File: src/rtl/irrigation_scheduler_if.sv
// irrigation_scheduler_if: control, sensor and status signals of the irrigation scheduler
interface irrigation_scheduler_if #(parameter int SEL_W = 2);
    logic clk_1hz, time_wr, slot_wr, slot_en_set, rain, moisture_dry, sequencer_active;
    logic [10:0] time_set, slot_time;
    logic [SEL_W-1:0] slot_sel;
    logic auto_cycle_start, peak_time, rain_hold, pending;
    logic [10:0] minute_of_day;
    logic [7:0] skip_count;
    modport master(
        output clk_1hz, time_wr, time_set, slot_wr, slot_sel, slot_time, slot_en_set,
               rain, moisture_dry, sequencer_active,
        input  auto_cycle_start, minute_of_day, peak_time, rain_hold, pending, skip_count
    );
    modport slave(
        input  clk_1hz, time_wr, time_set, slot_wr, slot_sel, slot_time, slot_en_set,
               rain, moisture_dry, sequencer_active,
        output auto_cycle_start, minute_of_day, peak_time, rain_hold, pending, skip_count
    );
endinterface

File: src/rtl/irrigation_scheduler.sv
// irrigation_scheduler: minute-of-day clock, start-time slots and start-pulse issue; IRRIG_SCHED_RAIN_HOLD_EN adds post-rain hold-off
module irrigation_scheduler #(
    parameter int NUM_SLOTS     = 4,
    parameter int SEL_W         = 2,
    parameter int TICKS_PER_MIN = 60,
    parameter int RAIN_HOLD_MIN = 120,
    parameter int PEAK_START    = 600,
    parameter int PEAK_END      = 960
) (
    input logic clk,
    input logic rst,
    irrigation_scheduler_if.slave bus
);
    localparam int PW = TICKS_PER_MIN > 1 ? $clog2(TICKS_PER_MIN) : 1;

    logic s1, s2, s3, edge_1hz, wrap, min_tick, hit, trig;
    logic [PW-1:0] presc;
    logic [10:0] slot_t [NUM_SLOTS];
    logic [NUM_SLOTS-1:0] slot_e;
    logic [SEL_W-1:0] sel;
    logic [1:0] inc;
    logic [8:0] skip_sum;

    assign sel      = bus.slot_sel;
    assign edge_1hz = s2 & ~s3;
    assign wrap     = edge_1hz && presc == PW'(TICKS_PER_MIN - 1);
    assign trig     = min_tick & hit;
    assign inc      = {1'b0, trig & (bus.rain_hold | ~bus.moisture_dry | bus.pending)} +
                      {1'b0, bus.rain & bus.pending};
    assign skip_sum = {1'b0, bus.skip_count} + {7'b0, inc};
    assign bus.peak_time = bus.minute_of_day >= 11'(PEAK_START) && bus.minute_of_day < 11'(PEAK_END);

    // Synchronise clk_1hz, prescale its edges and advance the minute-of-day counter
    always_ff @(posedge clk) begin
        {s3, s2, s1} <= rst ? 3'b0 : {s2, s1, bus.clk_1hz};
        presc <= (rst || bus.time_wr) ? '0 : edge_1hz ? (wrap ? '0 : presc + PW'(1)) : presc;
        bus.minute_of_day <= rst ? '0 : bus.time_wr ? bus.time_set :
                             wrap ? (bus.minute_of_day == 11'd1439 ? '0 : bus.minute_of_day + 11'd1) :
                             bus.minute_of_day;
        min_tick <= ~rst & wrap & ~bus.time_wr;
    end

    // Slot table; a match evaluated in the same cycle still sees the old contents
    always_ff @(posedge clk) begin
        if (rst) begin
            slot_e <= '0;
            for (int i = 0; i < NUM_SLOTS; i++) slot_t[i] <= '0;
        end else if (bus.slot_wr) begin
            slot_t[sel] <= bus.slot_time;
            slot_e[sel] <= bus.slot_en_set;
        end
    end

    // Any number of matching enabled slots collapses into a single hit
    always_comb begin
        hit = 1'b0;
        for (int i = 0; i < NUM_SLOTS; i++) hit = hit | (slot_e[i] && slot_t[i] == bus.minute_of_day);
    end

    // Resolve triggers into the pending flag, issue the start pulse and count dropped starts
    always_ff @(posedge clk) begin
        bus.pending <= rst || bus.rain ? 1'b0 :
                       bus.pending ? bus.sequencer_active :
                       trig & ~bus.rain_hold & bus.moisture_dry;
        bus.auto_cycle_start <= ~rst & bus.pending & ~bus.sequencer_active & ~bus.rain;
        bus.skip_count <= rst ? '0 : skip_sum[8] ? 8'hFF : skip_sum[7:0];
    end

`ifdef IRRIG_SCHED_RAIN_HOLD_EN
    localparam int HW = RAIN_HOLD_MIN > 0 ? $clog2(RAIN_HOLD_MIN + 1) : 1;
    logic [HW-1:0] hold;
    assign bus.rain_hold = bus.rain | (hold != '0);

    // Hold-off minutes after rain clears, reloaded for as long as it rains
    always_ff @(posedge clk) begin
        hold <= rst ? '0 : bus.rain ? HW'(RAIN_HOLD_MIN) :
                (min_tick && hold != '0) ? hold - HW'(1) : hold;
    end
`else
    logic unused_rain_hold_min;
    assign unused_rain_hold_min = ^RAIN_HOLD_MIN;
    assign bus.rain_hold = bus.rain;
`endif
endmodule

File: src/flat_wrapper.sv
// flat-port wrapper written by rule: the top's interface ports become plain ports
module irrigation_scheduler_flat 
#(
    parameter int NUM_SLOTS     = 4,
    parameter int SEL_W         = 2,
    parameter int TICKS_PER_MIN = 60,
    parameter int RAIN_HOLD_MIN = 120,
    parameter int PEAK_START    = 600,
    parameter int PEAK_END      = 960
)
  (clk, rst, bus_clk_1hz, bus_time_wr, bus_time_set, bus_slot_wr, bus_slot_sel, bus_slot_time, bus_slot_en_set, bus_rain, bus_moisture_dry, bus_sequencer_active, bus_auto_cycle_start, bus_minute_of_day, bus_peak_time, bus_rain_hold, bus_pending, bus_skip_count);
  irrigation_scheduler_if #(.SEL_W(SEL_W)) bus_i ();
  input logic clk;
  input logic rst;
  input wire logic [$bits(bus_i.clk_1hz)-1:0] bus_clk_1hz;
  input wire logic [$bits(bus_i.time_wr)-1:0] bus_time_wr;
  input wire logic [$bits(bus_i.time_set)-1:0] bus_time_set;
  input wire logic [$bits(bus_i.slot_wr)-1:0] bus_slot_wr;
  input wire logic [$bits(bus_i.slot_sel)-1:0] bus_slot_sel;
  input wire logic [$bits(bus_i.slot_time)-1:0] bus_slot_time;
  input wire logic [$bits(bus_i.slot_en_set)-1:0] bus_slot_en_set;
  input wire logic [$bits(bus_i.rain)-1:0] bus_rain;
  input wire logic [$bits(bus_i.moisture_dry)-1:0] bus_moisture_dry;
  input wire logic [$bits(bus_i.sequencer_active)-1:0] bus_sequencer_active;
  output wire logic [$bits(bus_i.auto_cycle_start)-1:0] bus_auto_cycle_start;
  output wire logic [$bits(bus_i.minute_of_day)-1:0] bus_minute_of_day;
  output wire logic [$bits(bus_i.peak_time)-1:0] bus_peak_time;
  output wire logic [$bits(bus_i.rain_hold)-1:0] bus_rain_hold;
  output wire logic [$bits(bus_i.pending)-1:0] bus_pending;
  output wire logic [$bits(bus_i.skip_count)-1:0] bus_skip_count;
  assign bus_i.clk_1hz = bus_clk_1hz;
  assign bus_i.time_wr = bus_time_wr;
  assign bus_i.time_set = bus_time_set;
  assign bus_i.slot_wr = bus_slot_wr;
  assign bus_i.slot_sel = bus_slot_sel;
  assign bus_i.slot_time = bus_slot_time;
  assign bus_i.slot_en_set = bus_slot_en_set;
  assign bus_i.rain = bus_rain;
  assign bus_i.moisture_dry = bus_moisture_dry;
  assign bus_i.sequencer_active = bus_sequencer_active;
  assign bus_auto_cycle_start = bus_i.auto_cycle_start;
  assign bus_minute_of_day = bus_i.minute_of_day;
  assign bus_peak_time = bus_i.peak_time;
  assign bus_rain_hold = bus_i.rain_hold;
  assign bus_pending = bus_i.pending;
  assign bus_skip_count = bus_i.skip_count;
  irrigation_scheduler #(.NUM_SLOTS(NUM_SLOTS), .SEL_W(SEL_W), .TICKS_PER_MIN(TICKS_PER_MIN), .RAIN_HOLD_MIN(RAIN_HOLD_MIN), .PEAK_START(PEAK_START), .PEAK_END(PEAK_END)) u_core (.clk(clk), .rst(rst), .bus(bus_i));
endmodule
File: config.mk
export PLATFORM = sky130hd
export DESIGN_NAME = irrigation_scheduler_flat
export DESIGN_NICKNAME = d
export VERILOG_FILES = /design/src/rtl/irrigation_scheduler_if.sv /design/src/rtl/irrigation_scheduler.sv /design/src/flat_wrapper.sv
export SDC_FILE = /design/constraint.sdc
export NUM_CORES = 1
export LEC_CHECK = 0
export BUFFER_PORTS_ARGS = -buffer_cell sky130_fd_sc_hd__buf_4
export CAP_MARGIN = 10
export CORE_MARGIN = 2
export CORE_UTILIZATION = 50
export DETAILED_ROUTE_END_ITERATION = 12
export MAX_ROUTING_LAYER = met4
export PLACE_DENSITY = 0.77
export SKIP_CTS_REPAIR_TIMING = 1
export SLEW_MARGIN = 10
export SYNTH_ARGS = -nofsm -noshare
export SYNTH_HDL_FRONTEND = slang
export SYNTH_SLANG_ARGS = --single-unit
File: constraint.sdc
create_clock -name clk -period 7.2 [get_ports clk]
set_input_delay 0.72 -clock clk [delete_from_list [all_inputs] [get_ports clk]]
set_output_delay 0.72 -clock clk [all_outputs]
set_load 0.03 [all_outputs]
==> results.md <==
- The worst hold path cell count is 1.
- Traced cell by cell, the critical path runs through xnor2_1, nand4_1, nor3_1, nor4_1, nor2_1, fa_1, ha_1, or4b_2, o21ai_0, nor2_1.
- STA puts the critical path data arrival time at 3.46 ns.
- The worst IR drop on VDD is 148.0 µV.
- Summed over all cells, the static leakage comes to 1.689 nW.
- The number of nets in the synthesized netlist is 428.
- The area of the die is 8481 µm².
- Cells with a size suffix above 1 make up 17.66% of the layout.
- The post-layout instance count excluding filler cells is 538.
- The global-route total usage across every layer is 21.22%.
- For flop-to-flop paths, the worst setup slack is 3.97 ns.
- The largest incremental delay on the critical path is 0.70 ns.
- The pin count of the biggest net entering global routing is 38.
- The count of clock tree sinks is 79.
- The number of cells on the worst reg-to-reg path is 10.
- The multi-input combinational cell area is 1654 µm².
- The dominant delay contributor by cell family on the critical path is simple AND/OR/NAND/NOR gates.
- Setup repair after global routing left no endpoint under its margin.
- The max-slew violation count came to 0.
- Routability-driven placement finished with a final weighted congestion of 0.8855.
- The type of origin of the critical path is a flop.
- The clock tree from TritonCTS is yes.
- The final layout contains 469 nets.
- For this configuration, the core starts out at a cell density of 51.00%.
- The hold violation total from the final report is 0.
- The post-detailed-route wirelength per cell is 15.50 µm.
- The post-DP HPWL is 6108 µm.
- The horizontal extent of the die is 92.09 µm.
- The cell count after synthesis is 390.
- The internal cell power is 0.7494 mW.
- The global-route wire length before repair is 13,580 µm.
- After filler insertion, the fill cell instance count of the layout stands at 664.
- The initial antenna violation count is 0.
- In this run the tool buffered the top-level ports with 55 buffer cells.
- By area the synthesized netlist is led by edfxtp_1 (34%), dfxtp_1 (18%), xnor2_1 (11%), nor2_1 (5.8%), nand2_1 (2.6%).
- The pin slew with the least headroom to its limit is 0.7627 ns.
- The remaining antenna violation count after routing is 0.
- Net switching is 24.99% of the power.
- The main flop type after synthesis is edfxtp_1.
- The share of the core filled with cells in the final layout is 59.34%.
- The detailed router finished its first iteration with 162 violations.
- The critical register-to-register path endpoint is u_core.bus.skip_count[7].
- In this run the standard cell core region covers 7607 µm².
- The total power divided by cell area is 221.3 nW/µm².
- The count of buffering cells on the critical path with inverters included is 0.
- Among the stages of the critical path, the cell type that occurs most often is nor2_1.
- The worst min-delay path class is flop to flop.
- The worst min-delay path startpoint is u_core.s1.
- Summing over every cut layer, the via total after detailed routing is 2,902.
- For this run, the number of Yosys warnings is 0.
- The final wirelength is 8337 µm.
- For this run, the detailed router's first-pass iteration total came to 5.
- The commonest cells after synthesis are nor2_1 (60), xnor2_1 (48), edfxtp_1 (44).
- The tree is rooted in a clkbuf_8.
- Measured along the y axis, the die boundary spans 92.09 µm.
- The I/O pin total is 56.
- The area fraction of the dominant cell type after synthesis is 34.05%.
- The maximum achievable frequency is 0.3098 GHz.
- Counting tap cells, the placed design contains a total of 522 instances.
- For this run, asynchronously set or reset flops after synthesis account for 0%.
- The worst setup path is captured at a flop.
- The mean instance size in the synthesized netlist is 9.949 µm².
- The flow ran to the end, and the final reports show no timing, DRC or antenna violations.
- The synthesized netlist occupies a cell area of 3880 µm².
- The proportion of synthesized chip area in sequential cells is 52.11%.
- Summed over all failing endpoints, the final setup total negative slack is 0 ns.
- 0 antenna diodes ended up in the layout.
- Clock skew on the completed layout was measured at 0.009565 ns.
- The critical path's slowest cell is dfxtp_1.
- Using the TritonRoute via totals, the vias-per-cell ratio works out to 5.394.
- In the post-synthesis netlist, the cell with the most instances is nor2_1.
- The switching power is 0.2496 mW.
- The combined flip-flop and latch cell area is 2022 µm².
- The number of levels in the clock H-tree is 3.
- The aggregate global routing overflow is 0.
- The number of clock buffers inserted by TritonCTS is 9.
- In this run, synthesis produced a sequential element count of 79.
- After clock tree synthesis, the clock-pin slew on the worst setup and hold paths is 0.08 ns.
- The share of total power dissipated in sequential elements is 53.1%.
- The worst-path maximum fanout is 15.
- The share of power burned in combinational logic is 10.6%.
- Across the run, the number of max-cap violations was 0.
- Setup violations remaining at the end of the flow were counted as 0.
- The worst max-slew margin expressed relative to the limit is 49.05%.
- The growth of design area from synthesis to finish is 16.35%.
- The startpoint of the worst register-to-register path is u_core.bus.minute_of_day[5].
- The cell accounting for the most synthesized area is edfxtp_1.
- After layout, the worst path uses 44.83% of the clock period.
- The floorplan has 32 rows.
- The number of distinct library cell variants in the gate-level netlist after synthesis is 45.
- The later pin in the worst-skew pair is clocked with a latency of 0.35 ns.
- The required time at the worst-slack endpoint is 7.44 ns.
- The number of remaining DRC errors is 0.
- The final critical delay including setup and external delays is 3.228 ns.
- The number of enable flip-flop cells after synthesis is 44.
- The critical setup path kind is flop to flop.
- The clock network burns 36.3% of the power.
- The longest clock path from root to sink contains 2 buffers.
- The path with the worst hold slack has its endpoint at u_core.s2.
- The number of global-route vias before repair is 2,749.
## kinds of logic after synthesis
kind of cell,count (synthesis),synth area share (%)
compound gates,38,6.546
xor+xnor,56,12.64
fa+ha+maj,5,1.806
buf+inv,46,5.256
flops,79,52.11
mux,4,1.032
simple gates,162,20.61
## layout by cell type (no fill, tap or decap), types with 2 or more instances in the layout
cell type   n
and3_1      2
or2_2       3
clkbuf_8    9
nand3_1    14
or3_1       2
o41ai_1     2
clkinv_4    2
nand2_1    27
ha_1        4
nor2_1     60
nor2b_1     5
nor4_1      4
edfxtp_1   44
bufinv_16   2
dfxtp_1    35
nand2b_1    7
a21oi_1    13
inv_1      21
nand4_1    14
a31oi_1     3
xnor2_1    48
a211oi_1    7
nand3b_1    4
buf_4      55
mux2i_1     4
nor3_1     12
xor2_1      8
a221oi_1    2
o21ai_0     5
## through the flow
stage / setup WS [ns] / power (mW) / area, µm² / hold slack, ns
CTS: 3.994 / 1.005 / 4514 / 0.4402
global placement: 4.101 / 0.6442 / 4295 / 0.4284
detailed placement: 4.013 / 0.6469 / 4295 / 0.4346
floorplan: 4.168 / 0.6071 / 3880 / 0.4138
finish: 3.972 / 0.9990 / 4514 / 0.4386
global route: 3.751 / 1.034 / 4514 / 0.4693
## power by group through the flow
stage	sequential [mW]	combinational [mW]	clock [mW]
after floorplan	0.530	0.0771	0
after global placement	0.539	0.105	0
after CTS	0.530	0.107	0.368
after detailed placement	0.540	0.106	0
after global routing	0.534	0.116	0.384
final	0.530	0.106	0.362
## sequential cells by signal, indices dropped and copies added, names as in the netlist, 4 cells and up
register and count:
u_core.slot_t 44, u_core.bus.minute_of_day 11, u_core.bus.skip_count 8, u_core.presc 6
u_core.slot_e 4
## final cells by class
class	count	share of cell area [%]
inverter	21	1.746
multi-input combinational	265	36.64
clock inverter	7	2.106
sequential	79	44.79
tap	102	2.827
clock buffer	9	2.744
timing repair buffer	55	9.146
## how the worst max path moves through the flow
stage,start,endpoint,slack [ns],cells past startpoint
floorplan,u_core.bus.minute_of_day[5],u_core.bus.skip_count[7],4.17,12
global placement,u_core.bus.minute_of_day[5],u_core.bus.skip_count[7],4.10,10
detailed placement,u_core.bus.minute_of_day[5],u_core.bus.skip_count[7],4.01,10
CTS,u_core.bus.minute_of_day[5],u_core.bus.skip_count[7],3.99,10
global route,u_core.bus.minute_of_day[5],u_core.bus.skip_count[7],3.75,10
finish,u_core.bus.minute_of_day[5],u_core.bus.skip_count[7],3.97,10
## metal layers
metal	GRT usage [%]	vias up	part of all wire, %
met5	-	-	0
met4	8.085	0	1.9
met3	3.451	22	7.1
met2	32.66	114	47
met1	28.43	1341	44
li1	-	1425	-
(Power assumes the default switching activity.)
